<file path="src/rtl/contador_palabras_if.sv">
// Bus for contador_palabras: per-FIFO pop/empty strobes plus the IDLE-gated
// request/index handshake and its one-cycle response.
interface contador_palabras_if #(
    parameter int CNT_WIDTH = 5,
    parameter int IDX_WIDTH = 2
);
    logic                 pop4;
    logic                 pop5;
    logic                 pop6;
    logic                 pop7;
    logic                 empty4;
    logic                 empty5;
    logic                 empty6;
    logic                 empty7;
    logic                 IDLE;
    logic                 req;
    logic [IDX_WIDTH-1:0] idx;
    logic                 valid_contador;
    logic [CNT_WIDTH-1:0] contador_out;

    modport master (
        output pop4, pop5, pop6, pop7,
        output empty4, empty5, empty6, empty7,
        output IDLE, req, idx,
        input  valid_contador, contador_out
    );

    modport slave (
        input  pop4, pop5, pop6, pop7,
        input  empty4, empty5, empty6, empty7,
        input  IDLE, req, idx,
        output valid_contador, contador_out
    );
endinterface

</file>
<file path="src/rtl/contador_palabras.sv">
// Per-FIFO popped-word counters for output FIFOs 4..7 with an IDLE-gated read handshake.
// Define COUNTER_SAT_EN to make counters saturate instead of wrapping.
module contador_palabras #(
    parameter int CNT_WIDTH = 5,
    parameter int IDX_WIDTH = 2
) (
    input  logic                 clk,
    input  logic                 reset,
    contador_palabras_if.slave   bus
);
    localparam int NFIFO = 4;

    typedef enum logic [1:0] {
        COUNT = 2'd0,
        READY = 2'd1,
        RESP  = 2'd2
    } state_t;

    state_t                          state_q;
    state_t                          state_d;
    logic                            req_q;
    logic                            req_rise;
    logic                            capture;
    logic [CNT_WIDTH-1:0]            contador_q;
    logic [CNT_WIDTH-1:0]            contador_d;
    logic [NFIFO-1:0]                pop_vec;
    logic [NFIFO-1:0]                empty_vec;
    logic [NFIFO-1:0][CNT_WIDTH-1:0] cnt_vec;

    assign pop_vec   = {bus.pop7, bus.pop6, bus.pop5, bus.pop4};
    assign empty_vec = {bus.empty7, bus.empty6, bus.empty5, bus.empty4};

    // One counter per FIFO; a pop against an empty FIFO moves no word.
    generate
        for (genvar gi = 0; gi < NFIFO; gi++) begin : g_cnt
            logic [CNT_WIDTH-1:0] cnt_q;
            logic [CNT_WIDTH-1:0] cnt_d;

            always_comb begin
                cnt_d = cnt_q;
                if (pop_vec[gi] && !empty_vec[gi]) begin
`ifdef COUNTER_SAT_EN
                    if (cnt_q != {CNT_WIDTH{1'b1}}) begin
                        cnt_d = cnt_q + 1'b1;
                    end
`else
                    cnt_d = cnt_q + 1'b1;
`endif
                end
            end

            always_ff @(posedge clk or negedge reset) begin
                if (!reset) begin
                    cnt_q <= '0;
                end else begin
                    cnt_q <= cnt_d;
                end
            end

            assign cnt_vec[gi] = cnt_q;
        end
    endgenerate

    assign req_rise = bus.req & ~req_q;
    assign capture  = (state_q == READY) && bus.IDLE && req_rise;

    // The captured value is the pre-increment count of this cycle.
    assign contador_d = capture ? cnt_vec[bus.idx] : contador_q;

    always_ff @(posedge clk or negedge reset) begin
        if (!reset) begin
            state_q    <= COUNT;
            req_q      <= 1'b0;
            contador_q <= '0;
        end else begin
            state_q    <= state_d;
            req_q      <= bus.req;
            contador_q <= contador_d;
        end
    end

    always_comb begin
        state_d = state_q;
        case (state_q)
            COUNT: begin
                if (bus.IDLE) begin
                    state_d = READY;
                end
            end
            READY: begin
                if (!bus.IDLE) begin
                    state_d = COUNT;
                end else if (req_rise) begin
                    state_d = RESP;
                end
            end
            RESP: begin
                state_d = bus.IDLE ? READY : COUNT;
            end
            default: begin
                state_d = COUNT;
            end
        endcase
    end

    // Pulse derives from the state register so an async reset drops it at once.
    always_comb begin
        bus.valid_contador = (state_q == RESP);
        bus.contador_out   = contador_q;
    end
endmodule

</file>
<file path="src/flat_wrapper.sv">
// flat-port wrapper written by rule: the top's interface ports become plain ports
module contador_palabras_flat 
#(
    parameter int CNT_WIDTH = 5,
    parameter int IDX_WIDTH = 2
)
  (clk, reset, bus_pop4, bus_pop5, bus_pop6, bus_pop7, bus_empty4, bus_empty5, bus_empty6, bus_empty7, bus_IDLE, bus_req, bus_idx, bus_valid_contador, bus_contador_out);
  contador_palabras_if #(.CNT_WIDTH(CNT_WIDTH), .IDX_WIDTH(IDX_WIDTH)) bus_i ();
  input  logic clk;
  input  logic reset;
  input wire logic [$bits(bus_i.pop4)-1:0] bus_pop4;
  input wire logic [$bits(bus_i.pop5)-1:0] bus_pop5;
  input wire logic [$bits(bus_i.pop6)-1:0] bus_pop6;
  input wire logic [$bits(bus_i.pop7)-1:0] bus_pop7;
  input wire logic [$bits(bus_i.empty4)-1:0] bus_empty4;
  input wire logic [$bits(bus_i.empty5)-1:0] bus_empty5;
  input wire logic [$bits(bus_i.empty6)-1:0] bus_empty6;
  input wire logic [$bits(bus_i.empty7)-1:0] bus_empty7;
  input wire logic [$bits(bus_i.IDLE)-1:0] bus_IDLE;
  input wire logic [$bits(bus_i.req)-1:0] bus_req;
  input wire logic [$bits(bus_i.idx)-1:0] bus_idx;
  output wire logic [$bits(bus_i.valid_contador)-1:0] bus_valid_contador;
  output wire logic [$bits(bus_i.contador_out)-1:0] bus_contador_out;
  assign bus_i.pop4 = bus_pop4;
  assign bus_i.pop5 = bus_pop5;
  assign bus_i.pop6 = bus_pop6;
  assign bus_i.pop7 = bus_pop7;
  assign bus_i.empty4 = bus_empty4;
  assign bus_i.empty5 = bus_empty5;
  assign bus_i.empty6 = bus_empty6;
  assign bus_i.empty7 = bus_empty7;
  assign bus_i.IDLE = bus_IDLE;
  assign bus_i.req = bus_req;
  assign bus_i.idx = bus_idx;
  assign bus_valid_contador = bus_i.valid_contador;
  assign bus_contador_out = bus_i.contador_out;
  contador_palabras #(.CNT_WIDTH(CNT_WIDTH), .IDX_WIDTH(IDX_WIDTH)) u_core (.clk(clk), .reset(reset), .bus(bus_i));
endmodule
</file>
<file path="config.mk">
export PLATFORM = sky130hd
export DESIGN_NAME = contador_palabras_flat
export DESIGN_NICKNAME = d
export VERILOG_FILES = /design/src/rtl/contador_palabras_if.sv /design/src/rtl/contador_palabras.sv /design/src/flat_wrapper.sv
export SDC_FILE = /design/constraint.sdc
export NUM_CORES = 1
export LEC_CHECK = 0
export ABC_AREA = 1
export CAP_MARGIN = 20
export CORE_ASPECT_RATIO = 0.5
export CORE_MARGIN = 10
export CORE_UTILIZATION = 40
export DETAILED_ROUTE_END_ITERATION = 10
export PLACE_DENSITY = 0.72
export SLEW_MARGIN = 20
export SYNTH_ARGS = -nofsm -noshare
export SYNTH_HDL_FRONTEND = slang
export SYNTH_SLANG_ARGS = --single-unit
</file>
<file path="constraint.sdc">
create_clock -name clk -period 1.3 [get_ports clk]
set_input_delay 0.26 -clock clk [delete_from_list [all_inputs] [get_ports clk]]
set_output_delay 0.26 -clock clk [all_outputs]
set_load 0.01 [all_outputs]
</file>
==> impl_metrics.yaml, run 1 <==
synthesis:
  synth_common_cells: "nand2_1, dfrtp_1, inv_1"
  syn_area_per_cell_um2: 8.41
  synth_area_mm2: 0.00141
  synthCells: 167
  syn_nets: 185
  synth_most_common_cell: "nand2_1"
  async_flop_share: 1.00
  synthFlopType: "dfrtp_1"
  synth.yosys.seq_area_share: 0.499
  ys_warn_count: 0
  synth_top_area_frac: 0.499
  ys_types: 14
  ys_ff_latch: 28
  yosysTopAreaCell: "dfrtp_1"
  synth_edf_count: 0
  synth.area.top_cells: "dfrtp_1, nand2_1, xor2_1, inv_1, nand3_1"
sta:
  final_hold_viol_count: 0
  final_max_slew_viol_count: 0
  fmax_mhz: 819
  whs_ps: 335
  fin_skew_ps: 4.41
  finalSetupViolCount: 0
  slew_headroom: 0.876
  period_share: 0.939
  rsz0062_at_grt: "no"
  tightestPinTransition_ps: 186
  layout_min_cycle_time_ps: 1220
  final.setup.tns_ps: 0
pwr:
  internal-power_mw: 1.99
  pwr-share-seq: 0.493
  powerDensity_mw_per_mm2: 1770
  leakagePower_nw: 0.952
  p_switching_mw: 1.11
  pwr-share-clk: 0.172
  vdd_drop_max_mv: 0.509
  netSwitchingFraction: 0.358
  totalPowerFinal_mw: 3.09
  p_comb_frac: 0.335
layout:
  syn_to_final_growth_pct: 24.8
  n_fill_cell: 327
  stdcell_count: 246
  drive_gt1_frac: 0.0872
  nNetsFinal: 214
  post-route-util: 0.516
  n_antenna_cell: 0
setup_path:
  worstReg2RegEnd: "u_core.bus.contador_out[1]$_DFFE_PN0P_"
  crit_family: "flip-flops"
  critPathMaxFanout: 2
  worstSetupEndpointType: "output port"
  worst-path-buf-inv: 1
  crit_slowest_cell: "dfrtp_1"
  start_kind: "register"
  max_stage_delay_ps: 400
  rr_worst_depth: 7
  cp.arrival_ps: 960
  critPathKind: "register to output port"
  cp.required_ps: 1040
  r2r_setup_slack_ps: 210
  timing.rr.start: "u_core.state_q[1]$_DFFE_PN0P_"
  crit_chain: "dlygate4sd2_1"
detailed_routing:
  routed_wl_um: 2580
  initialDrtViolationCount: 50
  drtPass1Iterations: 5
  via_per_inst: 4.37
  via_count: 1076
  drt.antenna.violating_nets: 0
  wl_per_cell_um: 10.5
  remaining_drc_errors: 0
placed_design:
  gp_congestion: 0.753
  dp_cells: 242
  dpl.hpwl_um: 2040
  place.port_buffers: 19
clock_tree:
  htree_levels: 1
  clkTransAtPathRegs_ps: 90
  root_buffer: "clkbuf_8"
  numCtsBuffers: 3
  clock_sinks: 28
  clkLatencyLatePin_ps: 270
  post_cts_buffers: 0
  cts_tree: "yes"
  clockBufferDepth: 2
die:
  start_util: 0.414
  rows: 15
  dieWidth_um: 104
  die-area_mm2: 0.00643
  fp.coreArea_mm2: 0.00340
  pin_count: 20
  chipHeight_um: 61.9
global_routing:
  grt_pass1_wl_um: 4560
  grt_pass1_vias: 1028
  grt_usage: 0.0864
  antenna_found_initial: 0
  grt_max_degree: 29
  grt-ovfl-total: 0
status:
  status: "completed"
hold_path:
  hp-class: "input pin to async pin"
run:
  drv_cap: 0
-- flip-flops by register name (all words and copies together) (netlist names) --
signal                   flops
u_core.g_cnt.cnt_q          20
u_core.bus.contador_out      5
u_core.state_q               2
u_core.req_q                 1
-- placed cells by master (no fill, tap or decap) --
cell	synthesis	layout
a21boi_0	1	1
a21oi_1	4	4
buf_12	0	1
buf_2	0	1
buf_4	1	5
clkbuf_8	0	4
clkdlybuf4s50_1	0	13
dfrtp_1	28	28
dlygate4sd2_1	0	5
ha_1	4	4
inv_1	26	26
inv_2	3	3
inv_4	1	1
nand2_1	49	49
nand3_1	18	18
nand3_4	1	1
nor2_1	14	14
nor2_8	1	1
xor2_1	16	16
-- power groups by stage --
stage               clock network, mW  logic, mW  registers (mW)
finish                          0.533       1.04            1.53
global route                    0.591       1.22            1.58
CTS                             0.554       1.05            1.53
detailed placement                  0       1.09            1.54
global placement                    0       1.06            1.54
floorplan                           0      0.728            1.51
-- per-layer routing --
layer  routed length, um  global-route usage  part of all wire
met1                1260               0.103              0.49
met2                1190               0.151              0.46
met3                  85              0.0247             0.033
met4                  50              0.0295             0.019
met5                   0                   0                 0
-- cells by family (layout without fill, tap and decap cells) --
group                    count (synthesis)  after routing  share of synthesized area
AO/OA/AOI/OAI                            5              5                     0.0196
XOR/XNOR                                16             16                     0.0997
adder cells (fa/ha/maj)                  4              4                     0.0356
buffers and inverters                   31             59                     0.0873
flip-flops                              28             28                      0.499
AND/OR/NAND/NOR                         83             83                      0.259
-- repair_timing --
action / in CTS / in global routing
setup endpoints to repair: 6 / 0
hold endpoints to repair: 0 / 0
hold buffers: 0 / 0
gates resized for setup: 9 / 0
-- worst max-delay path by stage --
| stage | slack, ps | start | end | depth (start not counted) |
|---|---|---|---|---|
| final | 80 | u_core.bus.contador_out[0]$_DFFE_PN0P_ | bus_contador_out[0] | 1 |
| after global placement | -80 | bus_idx[0] | u_core.bus.contador_out[3]$_DFFE_PN0P_ | 7 |
| after detailed placement | -110 | bus_req | u_core.bus.contador_out[1]$_DFFE_PN0P_ | 8 |
| after CTS | 60 | u_core.bus.contador_out[0]$_DFFE_PN0P_ | bus_contador_out[0] | 1 |
| after floorplan | 330 | u_core.g_cnt[0].cnt_q[0]$_DFFE_PN0P_ | u_core.g_cnt[0].cnt_q[4]$_DFFE_PN0P_ | 4 |
| after global routing | 30 | u_core.bus.contador_out[0]$_DFFE_PN0P_ | bus_contador_out[0] | 1 |
-- cell type report --
| type | count | area [um2] | share of cell area |
|---|---|---|---|
| flip-flops and latches | 28 | 701 | 0.400 |
| well taps | 51 | 63.8 | 0.0364 |
| repair buffers | 25 | 236 | 0.135 |
| clock buffers | 4 | 55.1 | 0.0314 |
| inverters | 30 | 115 | 0.0657 |
| multi-input cells | 108 | 582 | 0.332 |
-- stage by stage --
stage                     setup WS [ps]  cell area [um2]
after floorplan                     333             1410
after global placement            -81.5             1710
after detailed placement           -109             1710
after CTS                          61.6             1750
after global routing               33.3             1750
final                              79.5             1750
Note: power is estimated with default switching activity, not from simulation.
==> run 2, diff against run 1 <==
--- a/config.mk
+++ b/config.mk
@@ -6,7 +6,7 @@
 export NUM_CORES = 1
 export LEC_CHECK = 0
 export ABC_AREA = 1
-export CAP_MARGIN = 20
+export CAP_MARGIN = 0
 export CORE_ASPECT_RATIO = 0.5
 export CORE_MARGIN = 10
 export CORE_UTILIZATION = 40
==> results of run 2 <==
The final DEF is identical to that of run 1; final timing and power are the same.
==> run 3, diff against run 2 <==
--- a/config.mk
+++ b/config.mk
@@ -11,7 +11,6 @@
 export CORE_MARGIN = 10
 export CORE_UTILIZATION = 40
 export DETAILED_ROUTE_END_ITERATION = 10
-export PLACE_DENSITY = 0.72
 export SLEW_MARGIN = 20
 export SYNTH_ARGS = -nofsm -noshare
 export SYNTH_HDL_FRONTEND = slang
==> run 3 against run 2 <==
Total power barely moved. First-iteration DRC count shrank 4.0%. Worst hold slack lost 16 ps. Core utilization fell by 0.22 points. Critical path depth unchanged. Global-route usage increased by 0.083 points. Die area did not move. Flip-flop and latch count unchanged. Non-clock buffer count is 1 lower. Combinational power about the same. Clock-buffer cell count unchanged.
==> impl_metrics.yaml, run 3 (synthesis gave the netlist of run 1 again) <==
layout:
  n_fill_cell: 335
  drive_gt1_frac: 0.0825
  regArea_um2: 701
  nNetsFinal: 213
  stdcell_count: 245
  final_common_cell: "nand2_1"
  n_antenna_cell: 0
  multi_input_area_um2: 582
  largest_reg_flops: 20
  final_cell_mix: "nand2_1, dfrtp_1, inv_1"
  design_area_mm2: 0.00175
  regMostFlops: "u_core.g_cnt.cnt_q"
  syn_to_final_growth_pct: 24.2
detailed_routing:
  initialDrtViolationCount: 48
  wl_per_cell_um: 10.7
  via_per_inst: 4.35
  routed_wl_um: 2630
  drt.antenna.violating_nets: 0
  remaining_drc_errors: 0
  drtPass1Iterations: 4
  via_count: 1066
sta:
  layout_min_cycle_time_ps: 1230
  slew_headroom: 0.838
  finalSetupViolCount: 0
  rsz0062_at_grt: "no"
  final_hold_viol_count: 0
  tightestPinTransition_ps: 242
  fin_skew_ps: 8.45
  fmax_mhz: 813
  fin_ws_ps: 70.6
  whs_ps: 319
  period_share: 0.946
  final_max_slew_viol_count: 0
clock_tree:
  clkTransAtPathRegs_ps: 100
  root_buffer: "clkbuf_8"
  clockBufferDepth: 2
  cts_tree: "yes"
  numCtsBuffers: 3
  clock_sinks: 28
  clkLatencyLatePin_ps: 280
  cts-hold-fix-buffers: 0
  post_cts_buffers: 0
  htree_levels: 1
setup_path:
  start_kind: "register"
  cp.arrival_ps: 970
  worstSetupEndpointType: "output port"
  crit_slowest_cell: "dfrtp_1"
  critPathMaxFanout: 2
  crit_family: "flip-flops"
  crit_chain: "dlygate4sd2_1"
  max_stage_delay_ps: 400
  critPathKind: "register to output port"
  cp.required_ps: 1040
  worst-path-buf-inv: 1
placed_design:
  dpl.hpwl_um: 2090
  place_ws_ps: -98.8
  gp_congestion: 0.790
  dp_cells: 241
  dpl_cell_area_mm2: 0.00170
  place.port_buffers: 19
status:
  status: "completed"
global_routing:
  grt_usage: 0.0872
  grt-ovfl-total: 0
  antenna_found_initial: 0
  grt_max_degree: 29
  grt_pass1_vias: 1050
  grt_pass1_wl_um: 4610
die:
  fp.coreArea_mm2: 0.00340
  start_util: 0.414
  die-area_mm2: 0.00643
  pin_count: 20
  rows: 15
  chipHeight_um: 61.9
  dieWidth_um: 104
pwr:
  p_comb_frac: 0.332
  netSwitchingFraction: 0.359
  pwr-share-clk: 0.175
  pwr-share-seq: 0.494
  vdd_drop_max_mv: 0.659
  powerDensity_mw_per_mm2: 1770
  leakagePower_nw: 0.947
  p_switching_mw: 1.11
  internal-power_mw: 1.98
run:
  drv_cap: 0
hold_path:
  hp-class: "input pin to async pin"
## run 3: cell count changes in the layout (fill, tap and decap cells not counted)
cell      delta
buf_2        -1
clkbuf_2     +1
buf_4        -1
## run 3: final timing paths
check / to / cells after the start / start / slack, ps
setup / recovery: bus_contador_out[0] / 1 / u_core.bus.contador_out[0]$_DFFE_PN0P_ / 70
hold / removal: u_core.g_cnt[3].cnt_q[2]$_DFFE_PN0P_ / 2 / reset / 320
hold reg to reg: u_core.g_cnt[3].cnt_q[4]$_DFFE_PN0P_ / 1 / u_core.g_cnt[3].cnt_q[4]$_DFFE_PN0P_ / 470
max in group asynchronous: u_core.g_cnt[0].cnt_q[0]$_DFFE_PN0P_ / 2 / reset / 810
setup reg to reg: u_core.g_cnt[0].cnt_q[4]$_DFFE_PN0P_ / 4 / u_core.g_cnt[0].cnt_q[0]$_DFFE_PN0P_ / 220
min in group clk: u_core.req_q$_DFF_PN0_ / 1 / bus_req / 450
## run 3: final cells by class
| class | count | share of cell area |
|---|---|---|
| multi-input cells | 108 | 0.333 |
| clock buffers | 4 | 0.0315 |
| well taps | 51 | 0.0366 |
| inverters | 30 | 0.0659 |
| repair buffers | 24 | 0.131 |
| flip-flops and latches | 28 | 0.401 |
## run 3: power by group through the flow
| stage | registers [mW] | logic [mW] | clock network, mW |
|---|---|---|---|
| CTS | 1.53 | 1.05 | 0.557 |
| detailed placement | 1.55 | 1.08 | 0 |
| floorplan | 1.51 | 0.728 | 0 |
| finish | 1.53 | 1.03 | 0.540 |
| global placement | 1.54 | 1.06 | 0 |
| global route | 1.59 | 1.20 | 0.584 |
## run 3: timing repair
action | CTS | global route
resized for setup | 7 | 1
cloned | 0 | 0
endpoints found under the setup margin | 6 | 1
## run 3: routing by layer
| layer | wire length, um | track usage | up-vias | part of all wire |
|---|---|---|---|---|
| met3 | 88 | 0.0257 | 6 | 0.033 |
| met1 | 1350 | 0.108 | 483 | 0.51 |
| met5 | 0 | 0 | - | 0 |
| li1 | - | - | 561 | - |
| met2 | 1150 | 0.146 | 16 | 0.44 |
| met4 | 46 | 0.0295 | 0 | 0.017 |
## run 3: through the flow
step	util	power (mW)	setup TNS (ps)
global placement	0.501	2.60	-434
detailed placement	0.501	2.63	-453
CTS	0.515	3.14	0
finish	0.514	3.09	0
floorplan	-	2.24	0
global route	0.514	3.37	0
==> RTL change: new RTL, settings of run 1 <==
The 3 states of `state_t` get a one-hot encoding in 3 bits.
--- a/src/rtl/contador_palabras.sv
+++ b/src/rtl/contador_palabras.sv
@@ -12,6 +12,6 @@
 
-    typedef enum logic [1:0] {
-        COUNT = 2'd0,
-        READY = 2'd1,
-        RESP  = 2'd2
+    typedef enum logic [2:0] {
+        COUNT = 3'b001,
+        READY = 3'b010,
+        RESP  = 3'b100
     } state_t;
Check against the original RTL: no difference found for any inputs over 10 cycles, from zero or initial values and one cycle with reset low; not proved beyond that.
==> RTL change against run 1 <==
- the flow now finishes with violations (setup timing)
- sequential share of layout area is 2.0 points lower
- setup slack worse by 0.10 ns
- synthesized area is 6.1% higher
- sequential cell count is 1 higher
- critical path depth is 3 higher
- total power is 13% higher
- wire length is 14% higher
- final area is 9.3% higher
- critical path type unchanged
==> RTL change: results (changes against run 1) <==
* Signal buffers at 29 (+16%)
* CTS Buf Count at 5 (+2)
* Post-DP HPWL at 2290 um (+12%)
* Clk slew on worst S/H paths at 0.06 ns (-0.03 ns)
* Violated checks: setup timing
* Reg2reg path depth at 6 (-1)
* Routed met1 length at 1410 um (+13%)
* Min setup slack post-route at -0.0248 ns (-0.104 ns)
* DR iter-0 viols at 23 (-54%)
* Number of vias per cell at 4.40 (+0.53%)
* Grt met3 use at 0.0365 (+0.0118)
* Final Total Pwr at 3.48 mW (+13%)
* GR Util met1 at 0.109 (+0.00646)
* Largest net degree at the start of global routing at 30 (+3.4%)
* Synth top cells by count: nand2_1, inv_1, dfrtp_1, nand3_1, xor2_1
* Met2 GRT Util at 0.141 (-0.0103)
* R2R Setup Slk at 0.09 ns (-0.12 ns)
* P_seq at 1.61 mW (+5%)
* Met2 routed WL at 1320 um (+11%)
* Worst path max stage delay at 0.53 ns (+0.13 ns)
* Outcome: finished with violations
* Placed Cells at 263 (+8.7%)
* Vias in the first global route at 1170 (+14%)
* Endpoints failing setup at 1 (+1)
* Inverters at 34 (+13%)
* Static leakage at 1.06 nW (+12%)
* Synth Net Count at 203 (+9.7%)
* Multi-input gate share of total cell area at 0.335 (+0.00317)
* Crit path DAT at 1.06 ns (+0.10 ns)
* Largest cells by area after synthesis: dfrtp_1, nand2_1, xor2_1
* Final WL at 2940 um (+14%)
* Pre-CTS WS at -0.149 ns (-0.0396 ns)
* PostCTS Resize Cnt at 11 (+2)
* Synth Area per Inst at 8.06 um2 (-4.2%)
==> RTL change: cell types whose count changed in the layout (fill, tap and decap cells not counted), sizes merged <==
cell    delta
o21ai      +2
nand3b     +1
a21boi     -1
clkinv     +2
clkbuf     +2
nor2       -2
nand3      +4
inv        +4
dfstp      +1
nand4      +1
xor2       -1
nand2     +10
buf        +4
a21oi      -1
==> RTL change: stage by stage <==
stage	hold WS [ns]	util	TNS, ns	area, um2
6_report	0.334	0.546	-0.0248	1920
5_1_grt	0.335	0.546	-0.0653	1920
4_1_cts	0.334	0.540	-0.0514	1900
3_5_place_dp	0.463	0.519	-0.598	1820
3_3_place_gp	0.459	0.519	-0.493	1820
2_1_floorplan	-0.0356	-	0	1490
==> RTL change: logic make-up after synthesis <==
logic type	Yosys count	share of synthesized area
buf+inv	35	0.0889
compound gates	5	0.0168
fa+ha+maj	4	0.0336
xor+xnor	15	0.0881
flops	29	0.487
simple gates	97	0.285
